$ cat config.mk
export PLATFORM = sky130hd
export DESIGN_NAME = edge_detector_multi
export DESIGN_NICKNAME = d
export VERILOG_FILES = /design/src/rtl/edge_pkg.sv /design/src/rtl/edge_chan.sv /design/src/rtl/edge_detector_multi.sv
export SDC_FILE = /design/constraint.sdc
export NUM_CORES = 1
export LEC_CHECK = 0
export ABC_AREA = 1
export CORE_MARGIN = 10
export CORE_UTILIZATION = 39
export CTS_BUF_LIST = sky130_fd_sc_hd__clkbuf_16
export DETAILED_ROUTE_END_ITERATION = 8
export PLACE_DENSITY = 0.8
export REMOVE_ABC_BUFFERS = 1
export SYNTH_ARGS = -nofsm -noshare
export SYNTH_HDL_FRONTEND = slang
export SYNTH_SLANG_ARGS = --single-unit
$ cat constraint.sdc
create_clock -name clk -period 1 [get_ports clk]
set_input_delay 0.1 -clock clk [delete_from_list [all_inputs] [get_ports clk]]
set_output_delay 0.1 -clock clk [all_outputs]
set_load 0.05 [all_outputs]
$ cat src/rtl/edge_pkg.sv
// Shared encodings for the multi-channel edge detector: FSM state codes,
// per-channel mode codes and the mode-gating helper.
package edge_pkg;

   typedef enum logic [1:0] {
      LOW  = 2'b00,
      RISE = 2'b01,
      FALL = 2'b10,
      HIGH = 2'b11
   } state_t;

   localparam logic [1:0] OFF     = 2'b00;
   localparam logic [1:0] RISING  = 2'b01;
   localparam logic [1:0] FALLING = 2'b10;
   localparam logic [1:0] BOTH    = 2'b11;

   // Mode bit 0 enables rising-edge ticks, bit 1 enables falling-edge ticks.
   function automatic logic mode_tick(input logic [1:0] m, input logic r, input logic f);
      return (r & m[0]) | (f & m[1]);
   endfunction

endpackage

$ cat src/rtl/edge_chan.sv
// One detector channel: level synchronizer, LOW/RISE/HIGH/FALL Moore FSM and
// rise/fall decode from the registered state.
module edge_chan
   import edge_pkg::*;
#(
   parameter int SYNC_STAGES = 2
) (
   input  logic clk,
   input  logic reset_n,
   input  logic i_level,
   output logic o_rise,
   output logic o_fall
);

   logic [SYNC_STAGES-1:0] r_sync;
   logic                   w_s;
   state_t                 r_state;
   state_t                 w_state_next;

   always_ff @(posedge clk or negedge reset_n) begin
      if (!reset_n) begin
         r_sync <= '0;
      end else begin
         r_sync <= {r_sync[SYNC_STAGES-2:0], i_level};
      end
   end

   assign w_s = r_sync[SYNC_STAGES-1];

   always_ff @(posedge clk or negedge reset_n) begin
      if (!reset_n) begin
         r_state <= LOW;
      end else begin
         r_state <= w_state_next;
      end
   end

   // A one-cycle synchronized pulse takes RISE -> FALL directly so neither edge is lost.
   always_comb begin
      w_state_next = LOW;
      case (r_state)
         LOW:     w_state_next = w_s ? RISE : LOW;
         RISE:    w_state_next = w_s ? HIGH : FALL;
         HIGH:    w_state_next = w_s ? HIGH : FALL;
         FALL:    w_state_next = w_s ? RISE : LOW;
         default: w_state_next = LOW;
      endcase
   end

   assign o_rise = (r_state == RISE);
   assign o_fall = (r_state == FALL);

endmodule

$ cat src/rtl/edge_detector_multi.sv
// N_CH independent edge detectors with per-channel mode gating, sticky
// pending flags (set wins over clear) and a combined any_pending flag.
module edge_detector_multi
   import edge_pkg::*;
#(
   parameter int N_CH        = 4,
   parameter int SYNC_STAGES = 2
) (
   input  logic              clk,
   input  logic              reset_n,
   input  logic [N_CH-1:0]   level,
   input  logic [2*N_CH-1:0] mode,
   input  logic [N_CH-1:0]   clr,
   output logic [N_CH-1:0]   rise,
   output logic [N_CH-1:0]   fall,
   output logic [N_CH-1:0]   tick,
   output logic [N_CH-1:0]   pending,
   output logic              any_pending
);

   logic [N_CH-1:0] w_rise;
   logic [N_CH-1:0] w_fall;
   logic [N_CH-1:0] w_tick;
   logic [N_CH-1:0] r_pending;

   for (genvar gi = 0; gi < N_CH; gi++) begin : g_chan
      edge_chan #(
         .SYNC_STAGES (SYNC_STAGES)
      ) u_chan (
         .clk     (clk),
         .reset_n (reset_n),
         .i_level (level[gi]),
         .o_rise  (w_rise[gi]),
         .o_fall  (w_fall[gi])
      );

      // Mode is applied combinationally so a change takes effect in the same cycle.
      assign w_tick[gi] = mode_tick(mode[2*gi+1 -: 2], w_rise[gi], w_fall[gi]);
   end

   always_ff @(posedge clk or negedge reset_n) begin
      if (!reset_n) begin
         r_pending <= '0;
      end else begin
         r_pending <= (r_pending & ~clr) | w_tick;
      end
   end

   assign rise        = w_rise;
   assign fall        = w_fall;
   assign tick        = w_tick;
   assign pending     = r_pending;
   assign any_pending = |r_pending;

endmodule

==> results of run 1 <==
==> placed cells by master (no fill, tap or decap) <==
cell,synthesis,final
clkdlybuf4s50_1,0,17
nor2_2,0,4
nand2_1,9,5
buf_6,0,8
nand2_2,0,4
clkbuf_16,0,3
buf_12,0,17
nor2_4,0,4
nand3_4,0,1
inv_1,12,4
nor2_1,10,2
nand3_2,0,8
nand3_1,12,3
buf_4,8,14
inv_2,0,8
dfrtp_1,20,15
dfrtp_2,0,5
clkinv_1,0,1
==> through the flow <==
stage	setup TNS, ns	utilization (%)	area, sq um
after floorplan	-1.39	-	677
after global placement	-0.0276	72.1	1290
after detailed placement	-0.132	72.1	1290
after CTS	-1.92	84.4	1500
after global routing	-3.34	89.8	1600
final	-2.83	89.8	1600
==> what timing repair did <==
item	4_1_cts	5_1_grt
setup buffers	8	5
gates resized for setup	29	18
cloned	0	0
setup endpoints to repair	13	19
pin swaps	6	4
==> power groups by stage <==
stage	sequential, mW	combinational, mW	clock [mW]
4_1_cts	0.902	0.665	0.819
5_1_grt	0.918	0.748	0.850
2_1_floorplan	0.965	0.169	0
3_3_place_gp	0.915	0.565	0
3_5_place_dp	0.920	0.578	0
6_report	0.914	0.724	0.806
==> cells by family after synthesis <==
| group | count (synthesis) | share of synthesized area, % |
|---|---|---|
| flops | 20 | 66.6 |
| simple gates | 31 | 17.5 |
| buf+inv | 24 | 16.0 |
==> area by class of cell <==
class / instances / area [sq um]
Timing Repair Buffer: 56 / 706
Sequential cell: 20 / 507
Multi-Input combinational cell: 31 / 234
Fill cell: 68 / 181
Clock buffer: 3 / 75.1
Inverter: 12 / 45.0
Tap cell: 25 / 31.3
Clock inverter: 1 / 3.75
==> registers in the layout (all words and copies together) (netlist names) <==
signal and flops:
g_chan.u_chan.r_sync 8, pending 4, g_chan.u_chan.r_state 8
==> worst min path at each step <==
| stage | startpoint | to | slack [ns] | depth (start not counted) |
|---|---|---|---|---|
| CTS | reset_n | g_chan[2].u_chan.r_sync[0] | 0.20 | 2 |
| global placement | g_chan[0].u_chan.r_sync[1] | g_chan[0].u_chan.r_state[0] | 0.33 | 0 |
| detailed placement | g_chan[0].u_chan.r_sync[0] | g_chan[0].u_chan.r_sync[1] | 0.33 | 0 |
| finish | reset_n | pending[3] | 0.21 | 2 |
| floorplan | reset_n | g_chan[0].u_chan.r_state[0] | -0.20 | 0 |
| global route | reset_n | g_chan[3].u_chan.r_sync[0] | 0.24 | 2 |
==> layer usage <==
metal  vias to the layer above  routed length [um]  global-route usage, %
met3                        10                 178                   4.36
li1                        311                   -                      -
met2                        38                1550                   23.9
met4                         0                 123                   5.19
met5                         -                   0                      0
met1                       346                1290                   12.6
==> worst max-delay path, cell delays in order (launching register included) <==
cell,delay [ns]
dfrtp_1,0.45
inv_2,0.13
nand3_2,0.10
nand2_2,0.10
buf_12,0.14
==> impl_metrics.tcl, run 1 <==
set metrics [dict create \
    clkPwrFrac_pct 33.0 \
    vias 705 \
    final-setup-viol-count 20 \
    gp_congestion 0.674 \
    grt_pass1_vias 785 \
    finalCritPeriodShare_pct 127 \
    crit_end "tick[2]" \
    setup_ws_ns -0.266 \
    yosys.area.top_type "dfrtp_1" \
    p_per_area_nw_per_um2 1530 \
    wire_per_inst_um 21.2 \
    synth.cells.most_frequent "dfrtp_1, inv_1, nand3_1" \
    reg2reg_depth 6 \
    worstSetupStartpoint "g_chan[2].u_chan.r_state[1]" \
    relSlewSlack_pct 83.8 \
    worstPathArrival_ns 1.17 \
    power.share.combinational_pct 29.6 \
    grt_setup_unrepaired "yes" \
    violations "setup timing" \
    path_clk_slew_ns 0.05 \
    worstSetupPathType "reg -> out" \
    diodes 0 \
    clk_latency_ns 0.25 \
    fp.dieW_um 63.9 \
    grt_max_degree 21 \
    core_area_sq_um 1780 \
    hold_violations 0 \
    max-vdd-ir-drop_v 0.00158 \
    numCtsBuffers 3 \
    cts-htree-levels 1 \
    num_rows 15 \
    maxSlewViolCount 0 \
    cp-end-kind "output port" \
    r2r_slack_ns -0.15 \
    postCtsHoldBufs 0 \
    hpwl_mm 1.68 \
    p_seq_share_pct 37.4 \
    routed_wl_mm 3.14 \
    syn2layout_area_growth_pct 113 \
    outcome "finished with violations" \
    ys.flop_type "dfrtp_1" \
    r2r_end "pending[1]" \
    ys_async_sr_fraction_pct 100 \
    grt_pass1_wl_mm 4.11 \
    ys_seq_elements 20 \
    port_buffers 34 \
    netlist_area_sq_um 752 \
    routed_via_density 4.76 \
    worst_pin_slew_ns 0.244 \
    start_util_pct 42.2 \
    nNetsFinal 142 \
    grt_overflow 0 \
    power_mw 2.44 \
    cp_max_fo 3 \
    syn_inst 75 \
    cts_sinks 20 \
    synth.avg_cell_area_sq_um 10.0 \
    period_needed_ns 1.27 \
    final_cell_count_no_fill 148 \
    max_cap_viol_count 0 \
    drt_iter0_drc 30 \
    die_y_um 63.9 \
    switching_share_pct 28.1 \
    cts_tree "yes" \
    p_leak_nw 0.746 \
    power_switching_mw 0.687 \
    crit_required_ns 0.90 \
    whs_ns 0.213 \
    antenna_left 0 \
    max_freq_ghz 0.790 \
    drc 0 \
    hp-class "in -> async" \
    rr_startpoint "g_chan[1].u_chan.r_state[0]" \
    die_area_sq_um 4080 \
    ys_warn_count 0 \
    seq_area_frac_synth_pct 66.6 \
    grt_antenna_before_repair 0 \
    drt_pass1_iterations 4 \
    ios 35 \
    dp_slack_ns -0.0393 \
    dp_cells 131 \
    root_buffer "clkbuf_16" \
    start_kind "flop" \
    grt_use_total_pct 12.8 \
    synth_edf_count 0 \
    yosysMostFrequentCell "dfrtp_1" \
    fin_skew_ns 0.00406 \
    cts_max_path_buffers 2 \
    synth.distinct_cells 7 \
    p_int_mw 1.76 \
    synth_top_cell_area_share_pct 66.6 \
    synthTopCellsByArea "dfrtp_1, nand3_1, buf_4, inv_1, nor2_1" \
    drive_gt1_share_pct 61.8 \
]
No activity file was read; power rests on OpenSTA's default activity.
==> run 2, diff against run 1 <==
--- a/config.mk
+++ b/config.mk
@@ -7,11 +7,12 @@
 export LEC_CHECK = 0
 export ABC_AREA = 1
 export CORE_MARGIN = 10
-export CORE_UTILIZATION = 39
+export CORE_UTILIZATION = 40
 export CTS_BUF_LIST = sky130_fd_sc_hd__clkbuf_16
 export DETAILED_ROUTE_END_ITERATION = 8
-export PLACE_DENSITY = 0.8
+export PLACE_DENSITY = 0.83
 export REMOVE_ABC_BUFFERS = 1
 export SYNTH_ARGS = -nofsm -noshare
 export SYNTH_HDL_FRONTEND = slang
+export SYNTH_HIERARCHICAL = 1
 export SYNTH_SLANG_ARGS = --single-unit
==> constraint.sdc (replaced) <==
create_clock -name clk -period 1.5 [get_ports clk]
set_input_delay 0.15 -clock clk [delete_from_list [all_inputs] [get_ports clk]]
set_output_delay 0.15 -clock clk [all_outputs]
set_load 0.05 [all_outputs]
==> impl_metrics.tcl, run 2 <==
set metrics [dict create \
    nFillCells 97 \
    ys.flop_type "dfrtp_1" \
    fp.dieW_um 61.6 \
    grt_pass1_vias 574 \
    worst_pin_slew_ns 0.249 \
    diodes 0 \
    dp_cells 114 \
    root_buffer "clkbuf_16" \
    period_needed_ns 1.40 \
    hpwl_mm 1.32 \
    layout.cells.most_common_list "dfrtp_1, nand2_1, clkdlybuf4s50_1" \
    port_buffers 34 \
    yosysMostFrequentCell "dfrtp_1" \
    start_kind "flop" \
    cp-end-kind "output port" \
    post_cts_resized 0 \
    power_mw 1.47 \
    crit_required_ns 1.35 \
    die_area_sq_um 3790 \
    fin_skew_ns 0.00241 \
    netlist_area_sq_um 692 \
    worstPathArrival_ns 1.25 \
    max-vdd-ir-drop_v 0.000981 \
    final-setup-viol-count 0 \
    relSlewSlack_pct 83.3 \
    rr_startpoint "g_chan[3].u_chan/r_state[0]" \
    postLayoutCellArea_sq_um 1250 \
    drive_gt1_share_pct 27.5 \
    numCtsBuffers 3 \
    synth.distinct_cells 7 \
    slowest_delay_ns 0.40 \
    wire_per_inst_um 14.1 \
    cp_max_fo 3 \
    crit_slowest_cell "dfrtp_1" \
    synth_top_cell_area_share_pct 72.3 \
    synth.cells.most_frequent "dfrtp_1, nand2_1, inv_1" \
    crit_path_frequent_cell "nand2_1" \
    grt_antenna_before_repair 0 \
    max_freq_ghz 0.714 \
    outcome "finished, final reports clean" \
    yosys.area.top_type "dfrtp_1" \
    grt_overflow 0 \
    worstSetupStartpoint "g_chan[3].u_chan/r_state[0]" \
    num_rows 14 \
    drc 0 \
    synth_edf_count 0 \
    core_area_sq_um 1580 \
    postCtsHoldBufs 0 \
    cts-htree-levels 1 \
    cts_sinks 20 \
    syn2layout_area_growth_pct 80.8 \
    die_y_um 61.6 \
    max_cap_viol_count 0 \
    hold_violations 0 \
    routed_wl_mm 1.66 \
    utilization_pct 79.4 \
    gp_congestion 0.691 \
    antenna_left 0 \
    path_clk_slew_ns 0.05 \
    routed_via_density 4.54 \
    worstSetupPathType "reg -> out" \
    grt_use_total_pct 9.53 \
    final_cell_count_no_fill 118 \
    cts_tree "yes" \
    placed_cell_area_sq_um 1160 \
    clk_latency_ns 0.25 \
    ios 35 \
    synth.avg_cell_area_sq_um 10.3 \
    synthTopCellsByArea "dfrtp_1, nand2_1, inv_1, nor2_2, nor2_1" \
    cts_max_path_buffers 2 \
    maxSlewViolCount 0 \
    hp-class "in -> async" \
    post_cts_buffers 0 \
    vias 536 \
    p_leak_nw 0.623 \
    ys_async_sr_fraction_pct 100 \
    p_per_area_nw_per_um2 1180 \
    finalCritPeriodShare_pct 93.3 \
    ys_warn_count 6 \
    start_util_pct 43.9 \
    drt_iter0_drc 13 \
    final_common_cell "dfrtp_1" \
    nNetsFinal 121 \
    ys_seq_elements 20 \
    syn_inst 67 \
    drt_pass1_iterations 3 \
    grt_pass1_wl_mm 2.64 \
    seq_area_frac_synth_pct 72.3 \
    grt_max_degree 21 \
    path_cells "nor2_2 -> nand2_1 -> nand2_1 -> buf_12" \
]
## run 2: cell types whose count changed after synthesis, sizes merged
cell,change
buf,-8
nand2,+8
nand3,-8
## run 2: cells by family (layout without fill, tap and decap cells)
kind of cell / after synthesis / in the layout / share of synthesized area [%]
buffers and inverters: 16 / 51 / 8.68
DFF: 20 / 20 / 72.3
and+or+nand+nor: 31 / 31 / 19.0
## run 2: per-layer routing
layer	global-route usage [%]	part of all wire [%]	routed length [um]	vias up
met1	9.53	35	573	247
met4	5.73	1.9	31	0
met5	0	0	0	-
met2	15.1	49	813	26
li1	-	-	-	260
met3	5.56	15	241	3
## run 2: critical path, delay by kind of cell (launching register included)
family	cells	cell delay (ns)
buf+inv	1	0.15
flops	1	0.40
simple gates	3	0.45
## run 2: final timing paths
kind,endpoint,cells past startpoint,slack (ns)
min,g_chan[2].u_chan/r_sync[0],2,0.23
min in group clk,g_chan[2].u_chan/r_sync[0],1,0.33
max,tick[3],4,0.10
min reg2reg,g_chan[2].u_chan/r_state[0],0,0.35
max in group asynchronous,pending[0],2,1.07
max reg2reg,pending[3],3,0.61
## run 2: power by group
group          leakage, nW  switching [mW]  internal, mW
logic                0.349           0.188         0.152
registers            0.236          0.0209         0.574
clock network       0.0385           0.181         0.355
## run 2: per-stage QoR
step	TNS (ns)	hold slack, ns	worst slack (ns)
CTS	0	0.234	0.00878
finish	0	0.229	0.100
floorplan	-0.994	-0.146	-0.248
global placement	0	0.332	0.356
detailed placement	0	0.335	0.323
global route	-0.00374	0.256	-0.00374
## run 2: final cells by class
type                    count  area [sq um]  share of cell area [%]
multi-input cells          31           139                    11.1
well taps                  16          20.0                    1.60
clock inverters             1          3.75                   0.300
inverters                  12          45.0                    3.60
clock buffers               3          75.1                    6.00
repair buffers             35           468                    37.4
flip-flops and latches     20           500                    40.0
==> run 3, diff against run 2 <==
==> constraint.sdc (replaced) <==
create_clock -name clk -period 1.8 [get_ports clk]
set_input_delay 0.18 -clock clk [delete_from_list [all_inputs] [get_ports clk]]
set_output_delay 0.18 -clock clk [all_outputs]
set_load 0.05 [all_outputs]
==> impl_metrics.tcl, run 3 (synthesis gave the netlist of run 2 again) <==
set metrics [dict create \
    routed_via_density 4.58 \
    grt_pass1_vias 551 \
    postCtsHoldBufs 0 \
    syn2layout_area_growth_pct 64.9 \
    wire_per_inst_um 12.6 \
    die_area_sq_um 3790 \
    grt_pass1_wl_mm 2.39 \
    final_common_cell "clkdlybuf4s50_1" \
    max_cap_viol_count 0 \
    routed_wl_mm 1.48 \
    diodes 0 \
    final-setup-viol-count 0 \
    hpwl_mm 1.24 \
    finalCritPeriodShare_pct 89.5 \
    cp_max_fo 3 \
    drive_gt1_share_pct 20.6 \
    path_cells "clkdlybuf4s50_1" \
    hp-class "in -> async" \
    crit_slowest_cell "clkdlybuf4s50_1" \
    grt_max_degree 21 \
    num_rows 14 \
    crit_family "buffers and inverters" \
    vias 540 \
    slowest_delay_ns 0.82 \
    r2r_slack_ns 1.01 \
    ios 35 \
    grt_setup_unrepaired "no" \
    fp.dieW_um 61.6 \
    rr_startpoint "g_chan[2].u_chan/r_state[0]" \
    grt_antenna_before_repair 0 \
    layout.cells.most_common_list "clkdlybuf4s50_1, dfrtp_1, nand2_1" \
    start_util_pct 43.9 \
    post_cts_resized 0 \
    relSlewSlack_pct 66.4 \
    root_buffer "clkbuf_16" \
    cts-htree-levels 1 \
    core_area_sq_um 1580 \
    numCtsBuffers 3 \
    cp-end-kind "output port" \
    period_needed_ns 1.61 \
    grt_use_total_pct 8.45 \
    power_mw 1.18 \
    hold_violations 0 \
    die_y_um 61.6 \
    nNetsFinal 121 \
    critical_path_buf_inv_count 1 \
    grt_overflow 0 \
    drt_pass1_iterations 4 \
    fin_skew_ns 0.000762 \
    crit_required_ns 1.62 \
    dp_cells 114 \
    port_buffers 34 \
    p_leak_nw 0.584 \
    p_per_area_nw_per_um2 1030 \
    antenna_left 0 \
    final_cell_count_no_fill 118 \
    post_cts_buffers 0 \
    cts_sinks 20 \
    start_kind "flop" \
    r2r_end "pending[2]" \
    worst_pin_slew_ns 0.502 \
    drt_iter0_drc 14 \
    maxSlewViolCount 0 \
    max-vdd-ir-drop_v 0.000785 \
    gp_congestion 0.694 \
    drc 0 \
    worstPathArrival_ns 1.43 \
    cts_tree "yes" \
    clk_latency_ns 0.24 \
    cts_max_path_buffers 2 \
    path_clk_slew_ns 0.05 \
    worstSetupPathType "reg -> out" \
    max_freq_ghz 0.621 \
    reg2reg_depth 4 \
    outcome "finished, final reports clean" \
    tns_ns 0 \
]
[run 3: worst max-delay path by stage]
stage / cells past startpoint / slack [ns] / end / from
finish: 1 / 0.19 / pending[1] / pending[1]
global route: 1 / 0.16 / pending[1] / pending[1]
CTS: 1 / 0.17 / pending[1] / pending[1]
detailed placement: 1 / 0.44 / pending[1] / pending[1]
global placement: 1 / 0.47 / pending[1] / pending[1]
floorplan: 3 / 0.02 / tick[0] / g_chan[0].u_chan/r_state[0]
[run 3: stage by stage]
step	worst slack, ns	instance area (sq um)	utilization [%]	hold WS [ns]
4_1_cts	0.174	1140	72.4	0.268
3_3_place_gp	0.472	1060	67.4	0.332
2_1_floorplan	0.0216	677	-	-0.116
5_1_grt	0.157	1140	72.4	0.289
3_5_place_dp	0.443	1060	67.4	0.336
6_report	0.190	1140	72.4	0.266
[run 3: layer usage]
metal	share of wire (%)	global-route usage [%]
met3	9.3	3.50
met5	0	0
met2	50	13.3
met1	41	9.44
met4	0	4.78
[run 3: layout make-up]
cell class                      instances  area [sq um]
Clock inverter                          1          3.75
Inverter                               12          45.0
Multi-Input combinational cell         31           131
Fill cell                             111           435
Tap cell                               16          20.0
Clock buffer                            3          75.1
Sequential cell                        20           500
Timing Repair Buffer                   35           365
[run 3: report_power, final]
| part | internal (mW) | total, mW | switching, mW |
|---|---|---|---|
| Sequential | 0.479 | 0.494 | 0.0155 |
| Clock | 0.295 | 0.436 | 0.141 |
| Combinational | 0.100 | 0.249 | 0.148 |
